[config.mk]
export PLATFORM = sky130hd
export DESIGN_NAME = uart_tx_arbiter
export DESIGN_NICKNAME = d
export VERILOG_FILES = /design/src/rtl/uart_tx_arbiter.sv
export SDC_FILE = /design/constraint.sdc
export NUM_CORES = 1
export LEC_CHECK = 0
export ABC_AREA = 1
export BUFFER_PORTS_ARGS = -buffer_cell sky130_fd_sc_hd__buf_2
export CAP_MARGIN = 15
export CELL_PAD_IN_SITES_DETAIL_PLACEMENT = 0
export CELL_PAD_IN_SITES_GLOBAL_PLACEMENT = 2
export CORE_MARGIN = 3
export CORE_UTILIZATION = 29
export CTS_BUF_LIST = sky130_fd_sc_hd__clkbuf_4
export DETAILED_ROUTE_END_ITERATION = 7
export PLACE_DENSITY_LB_ADDON = 0.1
export REMOVE_ABC_BUFFERS = 1
export SKIP_CTS_REPAIR_TIMING = 1
export SYNTH_ARGS = -nofsm -noshare
export SYNTH_HDL_FRONTEND = slang
export SYNTH_SLANG_ARGS = --single-unit
[constraint.sdc]
create_clock -name iClk -period 1.4 [get_ports iClk]
set_clock_uncertainty 0.05 [all_clocks]
set_input_delay 0.28 -clock iClk [delete_from_list [all_inputs] [get_ports iClk]]
set_output_delay 0.28 -clock iClk [all_outputs]
set_load 0.03 [all_outputs]
[src/rtl/uart_tx_arbiter.sv]
// uart_tx_arbiter
// Shares one UART transmitter between two byte-stream requesters (0: 8250 emulation TX,
// 1: debug console). Round-robin grant with burst-level locking so a multi-byte message
// from one source is never interleaved with the other. Issues one start pulse per byte and
// paces itself on the transmitter ready flag.
//
// Ports:
//   iClk, iRst           clock, asynchronous active-high reset
//   iData0/1, iValid0/1  requester byte and valid (held until the matching oTaken)
//   iLast0/1             current byte ends a message
//   oTaken0/1            one-cycle pulse: byte handed to the transmitter
//   iTxReady             transmitter idle and able to accept a byte
//   oTxData, oTxStart    byte and one-cycle start pulse to the transmitter
//   oGrant               one-hot current owner, 00 when idle
// All outputs are registered.
module uart_tx_arbiter #(
  parameter int unsigned MAX_BURST   = 16,
  parameter int unsigned HOLD_CYCLES = 64
) (
  input  logic       iClk,
  input  logic       iRst,
  input  logic [7:0] iData0,
  input  logic [7:0] iData1,
  input  logic       iValid0,
  input  logic       iValid1,
  input  logic       iLast0,
  input  logic       iLast1,
  output logic       oTaken0,
  output logic       oTaken1,
  input  logic       iTxReady,
  output logic [7:0] oTxData,
  output logic       oTxStart,
  output logic [1:0] oGrant
);

  localparam int unsigned BurstW = $clog2(MAX_BURST + 1);
  // HOLD_CYCLES = 0 would give a zero-width counter; keep at least one bit.
  localparam int unsigned HoldW  = (HOLD_CYCLES > 0) ? $clog2(HOLD_CYCLES + 1) : 1;
  localparam logic [BurstW-1:0] BurstMax = BurstW'(MAX_BURST);
  localparam logic [HoldW-1:0]  HoldMax  = HoldW'(HOLD_CYCLES);

  typedef enum logic [1:0] {StIdle, StGrant, StSettle} stateT;

  stateT             state;
  logic              lastOwner;  // also the current owner while granted
  logic              lastFlag;
  logic [BurstW-1:0] burstCnt;
  logic [HoldW-1:0]  holdCnt;

  logic       idlePick;
  logic       ownerValid;
  logic       ownerLast;
  logic [7:0] ownerData;

  // On contention the requester that did not own last wins; otherwise the lone requester.
  assign idlePick   = (iValid0 && iValid1) ? ~lastOwner : iValid1;
  assign ownerValid = lastOwner ? iValid1 : iValid0;
  assign ownerLast  = lastOwner ? iLast1  : iLast0;
  assign ownerData  = lastOwner ? iData1  : iData0;

  always_ff @(posedge iClk or posedge iRst) begin
    if (iRst) begin
      state     <= StIdle;
      lastOwner <= 1'b1;
      lastFlag  <= 1'b0;
      burstCnt  <= '0;
      holdCnt   <= '0;
      oTxData   <= 8'h00;
      oTxStart  <= 1'b0;
      oTaken0   <= 1'b0;
      oTaken1   <= 1'b0;
      oGrant    <= 2'b00;
    end else begin
      oTxStart <= 1'b0;
      oTaken0  <= 1'b0;
      oTaken1  <= 1'b0;
      unique case (state)
        StIdle: begin
          if (iValid0 || iValid1) begin
            oGrant    <= idlePick ? 2'b10 : 2'b01;
            lastOwner <= idlePick;
            burstCnt  <= '0;
            holdCnt   <= '0;
            state     <= StGrant;
          end
        end
        StGrant: begin
          if (ownerValid) begin
            holdCnt <= '0;
            if (iTxReady) begin
              oTxData  <= ownerData;
              oTxStart <= 1'b1;
              oTaken0  <= ~lastOwner;
              oTaken1  <= lastOwner;
              lastFlag <= ownerLast;
              burstCnt <= burstCnt + 1'b1;
              state    <= StSettle;
            end
          end else if (holdCnt == HoldMax) begin
            oGrant <= 2'b00;
            state  <= StIdle;
          end else begin
            holdCnt <= holdCnt + 1'b1;
          end
        end
        StSettle: begin
          // Requester inputs are ignored here: the owner's valid may still show the byte
          // just taken, and the transmitter may not have dropped ready yet.
          if (lastFlag || (burstCnt == BurstMax)) begin
            oGrant <= 2'b00;
            state  <= StIdle;
          end else begin
            state <= StGrant;
          end
        end
        default: state <= StIdle;
      endcase
    end
  end

endmodule

==> flow_summary.yaml <==
clock_tree:
  cts_buffers: 5
  root_buffer: "clkbuf_4"
  h-tree-depth: 2
  numClockSinks: 29
  worstSkewPairLatency_ns: 0.33
  clk_pin_slew_ns: 0.10
  cts_buffer_depth: 2
  cts_tree: "built"
worst_setup_path:
  r2r-end: "state[0]"
  crit_fanout: 3
  critPathArrivalTime_ns: 1.60
  path_cells: "inv_2 > ha_4 > inv_2 > nor2_4 > nand3_4 > buf_6 > nand2_2 > nand2_2 > nand2_2 > o21ai_2"
  rr_worst_depth: 10
  cp-start-kind: "flip-flop"
  cp_slowest_stage_delay_ns: 0.41
  cp_common_cell: "nand2_2"
  end_kind: "flip-flop"
  critPathKind: "reg -> reg"
  worstPathRequired_ns: 1.56
  r2r_start: "holdCnt[0]"
  r2r_slack_ns: -0.04
  crit_slowest_cell: "dfrtp_1"
sta:
  worst_pin_slew_ns: 0.2195
  min_period_ns: 1.438
  rsz0062_at_grt: "true"
  setup_ws_ns: -0.03845
  setup_viol: 21
  fin_crit_sh_pct: 102.7
  hold_viol: 0
  fmax_ghz: 0.6952
  slew_viol_final: 0
  slew_headroom_pct: 85.28
floorplanning:
  io_pins: 36
  rows: 27
  dieArea_mm2: 0.006716
  dieWidth_um: 81.95
  fp.dieH_um: 81.95
  start_util_pct: 30.19
  fp.coreArea_mm2: 0.005540
synth:
  ys.flop_type: "dfrtp_1"
  synthArstFlopShare_pct: 100.0
  yosys_warnings: 0
  synth-seq-cells: 29
  yosysMostFrequentCell: "nand2_1"
  synth_area_leader_cell: "dfrtp_1"
  netlist.area_leader.share_pct: 41.88
  postSynthCellCount: 212
  avgSynthCellArea_um2: 7.891
  syn_area_mm2: 0.001673
  synth-edff-count: 0
  synthTopCellsByArea: "dfrtp_1 (42%), nand2_1 (13%), ha_1 (6.0%)"
  synthDistinctLibCells: 26
  synthTopCellsByCount: "nand2_1 (56), dfrtp_1 (28), inv_1 (22), nor2_1 (22), nand3_1 (11)"
  ys_seq_area_share_pct: 43.46
grt:
  grt_pass1_vias: 1478
  antenna_found_initial: 0
  grt_pass1_wl_um: 6810
  grt.total_usage_pct: 13.51
  grt_overflow: 0
  grt_max_degree: 30
worst_hold_path:
  hold_class: "in -> reg"
  hp-start: "iData1[1]"
  min_path_cells: 3
  holdPathEnd: "oTxData[1]"
routing:
  wl_per_cell_um: 12.92
  ant_nets: 0
  drt_first_pass_iters: 4
  drt-initial-drc-count: 54
  post-route-drc-count: 0
  postRouteWirelength_um: 4613
  routed_via_density: 4.490
  vias: 1603
job:
  cap_violations: 0
outcome:
  status: "complete, but fails checks"
  violations: "setup timing"
power_and_ir_drop:
  design_power_total_w: 0.005373
  static-leakage-power_nw: 1.227
  powerDensity_mw_per_mm2: 2108
  peakVddDrop_mv: 1.042
finish:
  post-route-util_pct: 46.00
  final_cell_area_mm2: 0.002549
  drive_gt1_share_pct: 46.67
  n_antenna_cell: 0
  nNetsFinal: 315
  syn2layout_area_growth_pct: 52.36
  fill_cells: 572
placement:
  dpl.hpwl_um: 3091
  placed_area_mm2: 0.002142
  portBuffers: 35
  globalplace.congestion: 0.7445
## layout by cell type, fill, tap and decap left out, types with 3 or more instances in the layout
cell type / instances
a31oi_1: 9
buf_2: 35
buf_4: 27
buf_6: 4
clkbuf_4: 6
dfrtp_1: 28
ha_1: 4
ha_4: 3
inv_1: 16
inv_2: 6
nand2_1: 47
nand2_2: 13
nand2_4: 6
nand3_1: 6
nand3_4: 5
nand4_1: 8
nor2_1: 16
nor2_2: 6
o21ai_0: 4
o21ai_1: 5
o21ai_2: 4
xor2_1: 3
## metrics by stage
stage,hold slack (ns),setup TNS [ns],cells,worst slack (ns)
global route,0.1282,-2.503,357,-0.1499
finish,0.1477,-0.4204,357,-0.03845
floorplan,0.3074,-2.599,205,-0.1833
detailed placement,0.2802,-2.850,343,-0.2012
global placement,0.2838,-2.014,343,-0.1445
CTS,-0.08638,-3.183,351,-0.2166
## layout make-up
| class | count | area, um2 | area share [%] |
|---|---|---|---|
| Multi-Input combinational cell | 153 | 1035 | 40.60 |
| Sequential cell | 29 | 726.9 | 28.52 |
| Timing Repair Buffer | 71 | 523.0 | 20.52 |
| Inverter | 24 | 95.09 | 3.731 |
| Tap cell | 72 | 90.09 | 3.535 |
| Clock buffer | 6 | 45.04 | 1.767 |
| Clock inverter | 2 | 33.78 | 1.325 |
## cells by family after synthesis
family	synth area share [%]
xor+xnor	1.571
compound gates	10.84
flops	43.46
simple gates	29.54
buf+inv	8.601
fa+ha+maj	5.984
## critical path, delay by kind of cell, from the launching register on
kind | cells | cell delay, ns
flops | 1 | 0.41
fa+ha+maj | 1 | 0.12
compound gates | 1 | 0.05
buf+inv | 3 | 0.25
simple gates | 5 | 0.43
## power breakdown
| part | switching [W] | total [W] | internal (W) |
|---|---|---|---|
| logic | 0.00198 | 0.00338 | 0.00140 |
| registers | 0.000182 | 0.00130 | 0.00112 |
| clock network | 0.000301 | 0.000693 | 0.000391 |
## per-layer routing
layer | part of all wire (%) | wire (um) | GRT usage, % | vias to the layer above
met4 | 1.4 | 65 | 5.482 | 0
li1 | - | - | - | 831
met3 | 3.1 | 145 | 3.618 | 5
met1 | 48 | 2216 | 17.50 | 747
met5 | 0 | 0 | 0 | -
met2 | 47 | 2186 | 21.24 | 20
## worst max-delay path by stage
| stage | start | endpoint | slack, ns | depth (start not counted) |
|---|---|---|---|---|
| global placement | state[0] | state[0] | -0.14 | 7 |
| global route | state[1] | oTxData[5] | -0.15 | 8 |
| CTS | state[0] | state[0] | -0.22 | 7 |
| finish | holdCnt[0] | state[0] | -0.04 | 10 |
| detailed placement | state[0] | oGrant[1] | -0.20 | 8 |
| floorplan | lastOwner | holdCnt[3] | -0.18 | 8 |
## sequential cells by signal, summed over array words and instances, names as in the netlist
register	flops
burstCnt	5
holdCnt	7
lastFlag	1
lastOwner	1
oGrant	2
oTaken0	1
oTaken1	1
oTxData	8
oTxStart	1
state	2
No activity file was read; power rests on OpenSTA's default activity.
